[config.mk]
export PLATFORM = sky130hd
export DESIGN_NAME = kalman_gain_divider
export DESIGN_NICKNAME = d
export VERILOG_FILES = /design/src/rtl/kalman_gain_div_pkg.sv /design/src/rtl/kalman_gain_div_step.sv /design/src/rtl/kalman_gain_divider.sv
export SDC_FILE = /design/constraint.sdc
export NUM_CORES = 1
export LEC_CHECK = 0
export BUFFER_PORTS_ARGS = -buffer_cell sky130_fd_sc_hd__buf_2
export CAP_MARGIN = 20
export CORE_MARGIN = 2
export CORE_UTILIZATION = 54
export CTS_BUF_LIST = sky130_fd_sc_hd__clkbuf_8 sky130_fd_sc_hd__clkbuf_16
export DETAILED_ROUTE_END_ITERATION = 16
export GPL_ROUTABILITY_DRIVEN = 0
export PLACE_DENSITY = 0.78
export SKIP_CTS_REPAIR_TIMING = 1
export SLEW_MARGIN = 20
export SYNTH_ARGS = -nofsm -noshare
export SYNTH_HDL_FRONTEND = slang
export SYNTH_SLANG_ARGS = --single-unit
[constraint.sdc]
create_clock -name clk -period 6.5 [get_ports clk]
set_input_delay 1.3 -clock clk [delete_from_list [all_inputs] [get_ports clk]]
set_output_delay 1.3 -clock clk [all_outputs]
set_load 0.02 [all_outputs]
[src/rtl/kalman_gain_div_pkg.sv]
// Shared types and constants for the Kalman gain divider.
// The optional clamp build is selected with KGAIN_DIV_CLAMP_EN.
package kalman_gain_div_pkg;

  typedef enum logic [1:0] {
    ST_IDLE = 2'd0,
    ST_BUSY = 2'd1,
    ST_DONE = 2'd2
  } state_e;

  localparam int NUM_WIDTH_DEF = 32;
  localparam int FRAC_BITS_DEF = 24;

  localparam int TUSER_DBZ = 0;
  localparam int TUSER_SAT = 1;

  function automatic int iter_of(input int num_width, input int frac_bits);
    return num_width + frac_bits;
  endfunction

  function automatic logic [63:0] one_q(input int frac_bits);
    return 64'd1 << frac_bits;
  endfunction

  localparam int          ITER  = iter_of(NUM_WIDTH_DEF, FRAC_BITS_DEF);
  localparam logic [63:0] ONE_Q = one_q(FRAC_BITS_DEF);

endpackage

[src/rtl/kalman_gain_div_step.sv]
// One radix-2 restoring division step: shift in a dividend bit, trial-subtract, emit a quotient bit.
module kalman_gain_div_step #(
  parameter int DEN_WIDTH = 32
) (
  input  logic [DEN_WIDTH:0]   rem,
  input  logic                 din,
  input  logic [DEN_WIDTH-1:0] den,
  output logic [DEN_WIDTH:0]   rem_next,
  output logic                 q_bit
);

  logic [DEN_WIDTH+1:0] shifted_s;
  logic [DEN_WIDTH+1:0] diff_s;

  assign shifted_s = {rem, din};
  assign diff_s    = shifted_s - {2'b00, den};

  // Restore the remainder when the trial subtraction would go negative
  always_comb begin
    rem_next = (DEN_WIDTH+1)'(shifted_s);
    q_bit    = 1'b0;
    if (shifted_s >= {2'b00, den}) begin
      rem_next = (DEN_WIDTH+1)'(diff_s);
      q_bit    = 1'b1;
    end else begin
      rem_next = (DEN_WIDTH+1)'(shifted_s);
      q_bit    = 1'b0;
    end
  end

endmodule

[src/rtl/kalman_gain_divider.sv]
// Sequential fixed-point divider returning K = num/den for the Kalman filter.
// Define KGAIN_DIV_CLAMP_EN to saturate the gain at 1.0 instead of all ones.
module kalman_gain_divider
  import kalman_gain_div_pkg::*;
#(
  parameter int NUM_WIDTH  = NUM_WIDTH_DEF,
  parameter int DEN_WIDTH  = 32,
  parameter int FRAC_BITS  = FRAC_BITS_DEF,
  parameter int QUOT_WIDTH = 32
) (
  input  logic                  clk,
  input  logic                  rst,
  input  logic [NUM_WIDTH-1:0]  S_AXIS_NUM_tdata,
  input  logic [DEN_WIDTH-1:0]  S_AXIS_DEN_tdata,
  input  logic                  S_AXIS_DIV_tvalid,
  output logic                  S_AXIS_DIV_tready,
  output logic [QUOT_WIDTH-1:0] M_AXIS_K_tdata,
  output logic [1:0]            M_AXIS_K_tuser,
  output logic                  M_AXIS_K_tvalid,
  input  logic                  M_AXIS_K_tready
);

  localparam int ITER_N = iter_of(NUM_WIDTH, FRAC_BITS);
  localparam int CNT_W  = $clog2(ITER_N + 1);

`ifdef KGAIN_DIV_CLAMP_EN
  localparam logic [QUOT_WIDTH-1:0] SAT_VAL = QUOT_WIDTH'(one_q(FRAC_BITS));
`else
  localparam logic [QUOT_WIDTH-1:0] SAT_VAL = {QUOT_WIDTH{1'b1}};
`endif

  state_e                  state_r;
  logic [CNT_W-1:0]        cnt_r;
  logic [ITER_N-1:0]       dividend_r;
  logic [ITER_N-1:0]       quot_r;
  logic [DEN_WIDTH-1:0]    den_r;
  logic [DEN_WIDTH:0]      rem_r;
  logic                    dbz_r;
  logic                    tready_r;
  logic                    tvalid_r;
  logic [QUOT_WIDTH-1:0]   tdata_r;
  logic [1:0]              tuser_r;
  logic [DEN_WIDTH:0]      rem_next_s;
  logic                    q_bit_s;

  kalman_gain_div_step #(
    .DEN_WIDTH (DEN_WIDTH)
  ) u_step (
    .rem      (rem_r),
    .din      (dividend_r[ITER_N-1]),
    .den      (den_r),
    .rem_next (rem_next_s),
    .q_bit    (q_bit_s)
  );

  // Control FSM, iteration datapath and registered stream outputs
  always_ff @(posedge clk or posedge rst) begin
    if (rst) begin
      state_r    <= ST_IDLE;
      cnt_r      <= {CNT_W{1'b0}};
      dividend_r <= {ITER_N{1'b0}};
      quot_r     <= {ITER_N{1'b0}};
      den_r      <= {DEN_WIDTH{1'b0}};
      rem_r      <= {(DEN_WIDTH+1){1'b0}};
      dbz_r      <= 1'b0;
      tready_r   <= 1'b0;
      tvalid_r   <= 1'b0;
      tdata_r    <= {QUOT_WIDTH{1'b0}};
      tuser_r    <= 2'b00;
    end else begin
      case (state_r)
        ST_IDLE: begin
          tready_r <= 1'b1;
          if (S_AXIS_DIV_tvalid && tready_r) begin
            tready_r   <= 1'b0;
            dividend_r <= {S_AXIS_NUM_tdata, {FRAC_BITS{1'b0}}};
            den_r      <= S_AXIS_DEN_tdata;
            rem_r      <= {(DEN_WIDTH+1){1'b0}};
            quot_r     <= {ITER_N{1'b0}};
            cnt_r      <= {CNT_W{1'b0}};
            dbz_r      <= (S_AXIS_DEN_tdata == {DEN_WIDTH{1'b0}});
            state_r    <= (S_AXIS_DEN_tdata == {DEN_WIDTH{1'b0}}) ? ST_DONE : ST_BUSY;
          end
        end
        ST_BUSY: begin
          rem_r      <= rem_next_s;
          quot_r     <= {quot_r[ITER_N-2:0], q_bit_s};
          dividend_r <= dividend_r << 1;
          cnt_r      <= cnt_r + CNT_W'(1);
          if (cnt_r == CNT_W'(ITER_N - 1)) begin
            state_r <= ST_DONE;
          end
        end
        ST_DONE: begin
          // First DONE cycle resolves the result; afterwards hold until the consumer takes it
          if (!tvalid_r) begin
            tvalid_r <= 1'b1;
            tuser_r  <= 2'b00;
            if (dbz_r) begin
              tdata_r            <= SAT_VAL;
              tuser_r[TUSER_DBZ] <= 1'b1;
            end else if (quot_r > ITER_N'(SAT_VAL)) begin
              tdata_r            <= SAT_VAL;
              tuser_r[TUSER_SAT] <= 1'b1;
            end else begin
              tdata_r <= quot_r[QUOT_WIDTH-1:0];
            end
          end else if (M_AXIS_K_tready) begin
            tvalid_r <= 1'b0;
            tready_r <= 1'b1;
            state_r  <= ST_IDLE;
          end
        end
        default: begin
          state_r  <= ST_IDLE;
          tready_r <= 1'b0;
          tvalid_r <= 1'b0;
        end
      endcase
    end
  end

  assign S_AXIS_DIV_tready = tready_r;
  assign M_AXIS_K_tvalid   = tvalid_r;
  assign M_AXIS_K_tdata    = tdata_r;
  assign M_AXIS_K_tuser    = tuser_r;

endmodule

==> reports/metrics.csv, run 1 <==
metric;value;unit
rsz0062_at_grt;no;
power_density;596;nW/um^2
post-route-util;0.622;
arrival;3540;ps
fp-row-count;49;
synthesis.area;9940;sq um
drive_gt1_frac;0.145;
hold_class;register to register;
ys_seq_area_frac;0.498;
grtUsageTotal;0.227;
postSynthCellCount;1077;
routedWlPerCell;15.5;microns
critPathLaunchType;register;
layout.cells.most_common;nand2_1;
synth.distinct_cells;62;
root_buffer;clkbuf_16;
leakagePower;5.25;nW
numCtsBuffers;17;
antenna_found_initial;1;
synth_fp_nets;1179;
syn_to_final_growth;12.8;%
final.min_clock_period;3230;ps
yosysWarningCount;0;
report.final.hold_viol_count;0;
clkTransAtPathRegs;80;ps
reg2reg_depth;12;
final_nets;1247;
fmax;309;MHz
finalWorstSetupSlack;3270;ps
synth_seq_cells;198;
drc_errors;0;
cp_common_cell;o21ai_4;
synthAdderAreaFrac;0.0435;
grt_pass1_vias;7521;
setup_viol;0;
coreArea;18000;sq um
synth_top_family_by_area;compound AO/OA/AOI/OAI gates;
first_pass_iters;5;
finClkSkew;13.3;ps
dp_hpwl;13900;microns
hold_slack;484;ps
critical_path.top_delay_family;compound AO/OA/AOI/OAI gates;
ff2ff_setup_slack;3270;ps
cap_violations;0;
grt_pass1_wl;36500;microns
dpl_cell_area;10600;sq um
syn_area_per_cell;9.23;sq um
drt_wl_total;21600;microns
min_period_over_period;0.498;
pin_count;104;
synth_edf_count;0;
drv_slew;0;
r2r-end;rem_r[29]$_DFFE_PP0P_;
synth_xor_xnor_area_share;0.0256;
cts.sinks;198;
crit_cells;12;
synth_compound_area_frac;0.195;
ir_worst_vdd;0.000310;V
synth_ff_type;dfrtp_1;
required;6810;ps
worstSetupPathType;register to register;
port_buffers;103;
path_buf_inv;2;
crit_start;dividend_r[55]$_DFFE_PP0P_;
r2r-start;dividend_r[55]$_DFFE_PP0P_;
worstSetupEndpoint;rem_r[29]$_DFFE_PP0P_;
maxSlewHeadroom;0.300;
slowest_stage;buf_4;
gr-total-overflow;0;
cp_slowest_stage_delay;470;ps
worstPathCellList;inv_1 > ha_1 > fa_1 > nor2b_4 > o21ba_1 > o31a_1 > o21ai_4 > o21ai_4 > a21oi_4 > buf_4 > nand2b_1 > o21ai_0;
async_flop_share;1.00;
vias;7894;
die_y;140;microns
synth-simple-area-share;0.167;
viasPerCell;5.69;
status;completed;
setup.worst_path.end_class;register;
die_area;19500;sq um
grt_max_degree;199;
tns;0;ps
cts_buffer_depth;2;
dp_slack;3340;ps
antenna_left;0;
cts_tree;done;
die_w;140;microns
synthMuxAreaShare;0.0264;
worst_pin_slew;1050;ps
drt_iter0_drc;562;
start_util;0.552;
crit_path_max_fanout;36;
ctsHtreeMaxLevel;4;
clock_latency;450;ps
layout_common_cells;nand2_1 (263), dfrtp_1 (198), o21ai_0 (125);
stdcell_area;11200;sq um
tightest hold or removal path, cell delays in order, from the launching register on:
cell     delay (ps)
dfrtp_1         350
nand2_1          50
nand2_1          60
sequential cells by signal, indices dropped and copies added, names as in the netlist:
name	count
quot_r	56
rem_r	33
M_AXIS_K_tdata	32
den_r	32
dividend_r	32
cnt_r	6
M_AXIS_K_tuser	2
state_r	2
M_AXIS_K_tvalid	1
S_AXIS_DIV_tready	1
dbz_r	1
cell usage after synthesis (11+ instances only):
cell type | instances | share of area
nand4_1 | 15 | 0.0094
o21ai_1 | 22 | 0.011
nor2_1 | 29 | 0.011
nor4_1 | 15 | 0.0094
a21oi_1 | 28 | 0.014
mux2i_1 | 24 | 0.024
ha_1 | 33 | 0.042
nand3_1 | 25 | 0.013
o21ai_0 | 125 | 0.063
a22oi_1 | 32 | 0.024
a21o_1 | 15 | 0.011
clkbuf_1 | 55 | 0.021
nand2_1 | 263 | 0.099
o22a_1 | 32 | 0.028
inv_1 | 41 | 0.015
xnor2_1 | 19 | 0.017
nand2b_1 | 11 | 0.0069
dfrtp_1 | 198 | 0.50
metrics by stage:
step	total power, mW	instances
floorplan	4.91	1077
CTS	6.70	1386
finish	6.69	1388
detailed placement	5.58	1354
global placement	5.48	1354
global route	7.30	1388
worst min-delay path by stage:
stage	startpoint	slack (ps)	depth (start not counted)	to
5_1_grt	dividend_r[33]$_DFFE_PP0P_	500	2	dividend_r[33]$_DFFE_PP0P_
4_1_cts	dividend_r[26]$_DFFE_PP0P_	480	2	dividend_r[26]$_DFFE_PP0P_
6_report	dividend_r[26]$_DFFE_PP0P_	480	2	dividend_r[26]$_DFFE_PP0P_
3_5_place_dp	dividend_r[35]$_DFFE_PP0P_	460	2	dividend_r[35]$_DFFE_PP0P_
3_3_place_gp	dividend_r[41]$_DFFE_PP0P_	460	2	dividend_r[41]$_DFFE_PP0P_
2_1_floorplan	dividend_r[25]$_DFFE_PP0P_	450	2	dividend_r[25]$_DFFE_PP0P_
cells by family after synthesis:
kind of cell,Yosys count
and+or+nand+nor,384
AOI/OAI and AO/OA,303
adders and majority gates,34
DFF,198
muxes,26
xor gates and xnor gates,29
buffers and inverters,103
layout make-up:
cell class                      instances  area [sq um]
Clock buffer                           17           425
Sequential cell                       198          4950
Fill cell                            1517          6810
Multi-Input combinational cell        776          4580
Timing Repair Buffer                  111           608
Clock inverter                         15           203
Inverter                               41           158
Tap cell                              229           287
Antenna cell                            1          2.50
per-layer routing:
layer / part of all wire / GRT usage / routed length, microns / vias up
li1: - / - / - / 3906
met1: 0.46 / 0.324 / 9980 / 3796
met2: 0.48 / 0.358 / 10300 / 156
met3: 0.038 / 0.0348 / 815 / 36
met4: 0.020 / 0.0753 / 440 / 0
met5: 0 / 0 / 0 / -
power breakdown:
group / switching [mW] / leakage, nW / total (mW) / internal [mW]
registers: 0.310 / 2.54 / 2.05 / 1.74
clock network: 0.550 / 0.303 / 1.08 / 0.529
logic: 2.09 / 2.41 / 3.56 / 1.47
(Power assumes the default switching activity.)
==> run 2, diff against run 1 <==
==> constraint.sdc (replaced) <==
create_clock -name clk -period 2.9 [get_ports clk]
set_input_delay 0.58 -clock clk [delete_from_list [all_inputs] [get_ports clk]]
set_output_delay 0.58 -clock clk [all_outputs]
set_load 0.02 [all_outputs]
==> run 2 against run 1 <==
  * Via count increased by 2.1%
  * Sequential power increased by 120%
  * Critical path depth is 3 lower
  * Register-to-register slack worse by 3100 ps
  * Core utilization is 0.73 points higher
  * Worst hold slack lost 240 ps
  * Flip-flop and latch count unchanged
  * First-iteration DRC count grew 3.7%
  * Global-route usage grew 0.20 points
  * Largest cell class unchanged
==> reports/metrics.csv, run 2 (synthesized netlist as in run 1, its figures left out) <==
metric;value;unit
critPathLaunchType;register;
cts_buffer_depth;2;
layout.cells.most_common;nand2_1;
hold_class;primary input to async pin;
grt_pass1_wl;37300;microns
setup.worst_path.end_class;register;
dp_hpwl;14900;microns
cts_tree;done;
port_buffers;103;
stdcell_area;11300;sq um
post-route-util;0.630;
cts.sinks;198;
root_buffer;clkbuf_16;
finClkSkew;12.4;ps
drc_errors;0;
grt_pass1_vias;7662;
viasPerCell;5.75;
final.min_clock_period;2770;ps
rsz0062_at_grt;no;
final_cells;1402;
leakagePower;5.31;nW
power_density;1340;nW/um^2
cap_violations;0;
required;3210;ps
first_pass_iters;6;
power;15.2;mW
gr-total-overflow;0;
worstSetupPathType;register to register;
die_y;140;microns
report.final.hold_viol_count;0;
largest_reg_flops;56;
antenna_found_initial;1;
coreArea;18000;sq um
start_util;0.552;
finalWorstSetupSlack;133;ps
grtUsageTotal;0.229;
dp_slack;97.2;ps
pin_count;104;
clkTransAtPathRegs;80;ps
vias;8059;
hold_slack;239;ps
status;completed;
maxSlewHeadroom;0.550;
syn_to_final_growth;14.2;%
die_area;19500;sq um
min_period_over_period;0.954;
die_w;140;microns
ir_worst_vdd;0.000706;V
drt_wl_total;21900;microns
clock_latency;440;ps
final_nets;1261;
largestRegisters;quot_r x56, rem_r x33;
layout_common_cells;nand2_1 (263), dfrtp_1 (198), o21ai_0 (125);
setup_viol;0;
ff_latch_area;4950;sq um
crit_path_max_fanout;26;
multi_input_area;4590;sq um
routedWlPerCell;15.6;microns
antenna_left;0;
fmax;361;MHz
drive_gt1_frac;0.159;
fp-row-count;49;
ctsHtreeMaxLevel;4;
arrival;3080;ps
dp_cells;1368;
grt_max_degree;154;
worst_pin_slew;673;ps
tns;0;ps
drt_iter0_drc;583;
top_register;quot_r;
nFillCells;1495;
dpl_cell_area;10700;sq um
numCtsBuffers;17;
drv_slew;0;
[run 2: cell types whose count changed in the layout (fill, tap and decap cells not counted), moves of 2 or more]
cell / before / now
clkinvlp_4: 1 / 3
inv_8: 3 / 5
buf_4: 6 / 16
clkinv_8: 8 / 4
buf_12: 1 / 6
[run 2: critical path, cell delays in order (launching register included)]
cell,delay (ps)
dfrtp_1,410
ha_1,400
and2_1,270
and4_1,290
nand4_1,130
o311ai_2,350
a21oi_4,80
buf_12,190
or3_2,410
o311ai_0,110
[run 2: metal layers]
metal,up-vias,track usage,share of wire
li1,3937,-,-
met1,3890,0.326,0.46
met2,201,0.367,0.49
met3,31,0.0296,0.038
met4,0,0.0705,0.018
met5,-,0,0
[run 2: final cells by class]
class                           instances  area share
Clock buffer                           17      0.0375
Inverter                               41      0.0139
Sequential cell                       198       0.437
Timing Repair Buffer                  125      0.0666
Clock inverter                         15      0.0154
Antenna cell                            1    0.000221
Multi-Input combinational cell        776       0.405
Tap cell                              229      0.0252
[run 2: power breakdown]
group	total, mW	internal (mW)	switching [mW]
logic	8.29	3.48	4.82
clock network	2.35	1.17	1.18
registers	4.59	3.89	0.699
total	15.2	8.54	6.70
[run 2: final timing paths]
path                                       startpoint                         end  slack [ps]  cells after the start
setup / recovery                rem_r[24]$_DFFE_PP0P_        rem_r[0]$_DFFE_PP0P_         130                      9
hold / removal                                    rst      quot_r[30]$_DFFE_PP0P_         240                      2
setup reg to reg                rem_r[24]$_DFFE_PP0P_        rem_r[0]$_DFFE_PP0P_         130                      9
hold reg to reg            dividend_r[51]$_DFFE_PP0P_  dividend_r[51]$_DFFE_PP0P_         480                      2
max in group asynchronous                         rst       quot_r[2]$_DFFE_PP0P_        1970                      3
min in group clk                 S_AXIS_NUM_tdata[16]  dividend_r[40]$_DFFE_PP0P_         350                      3
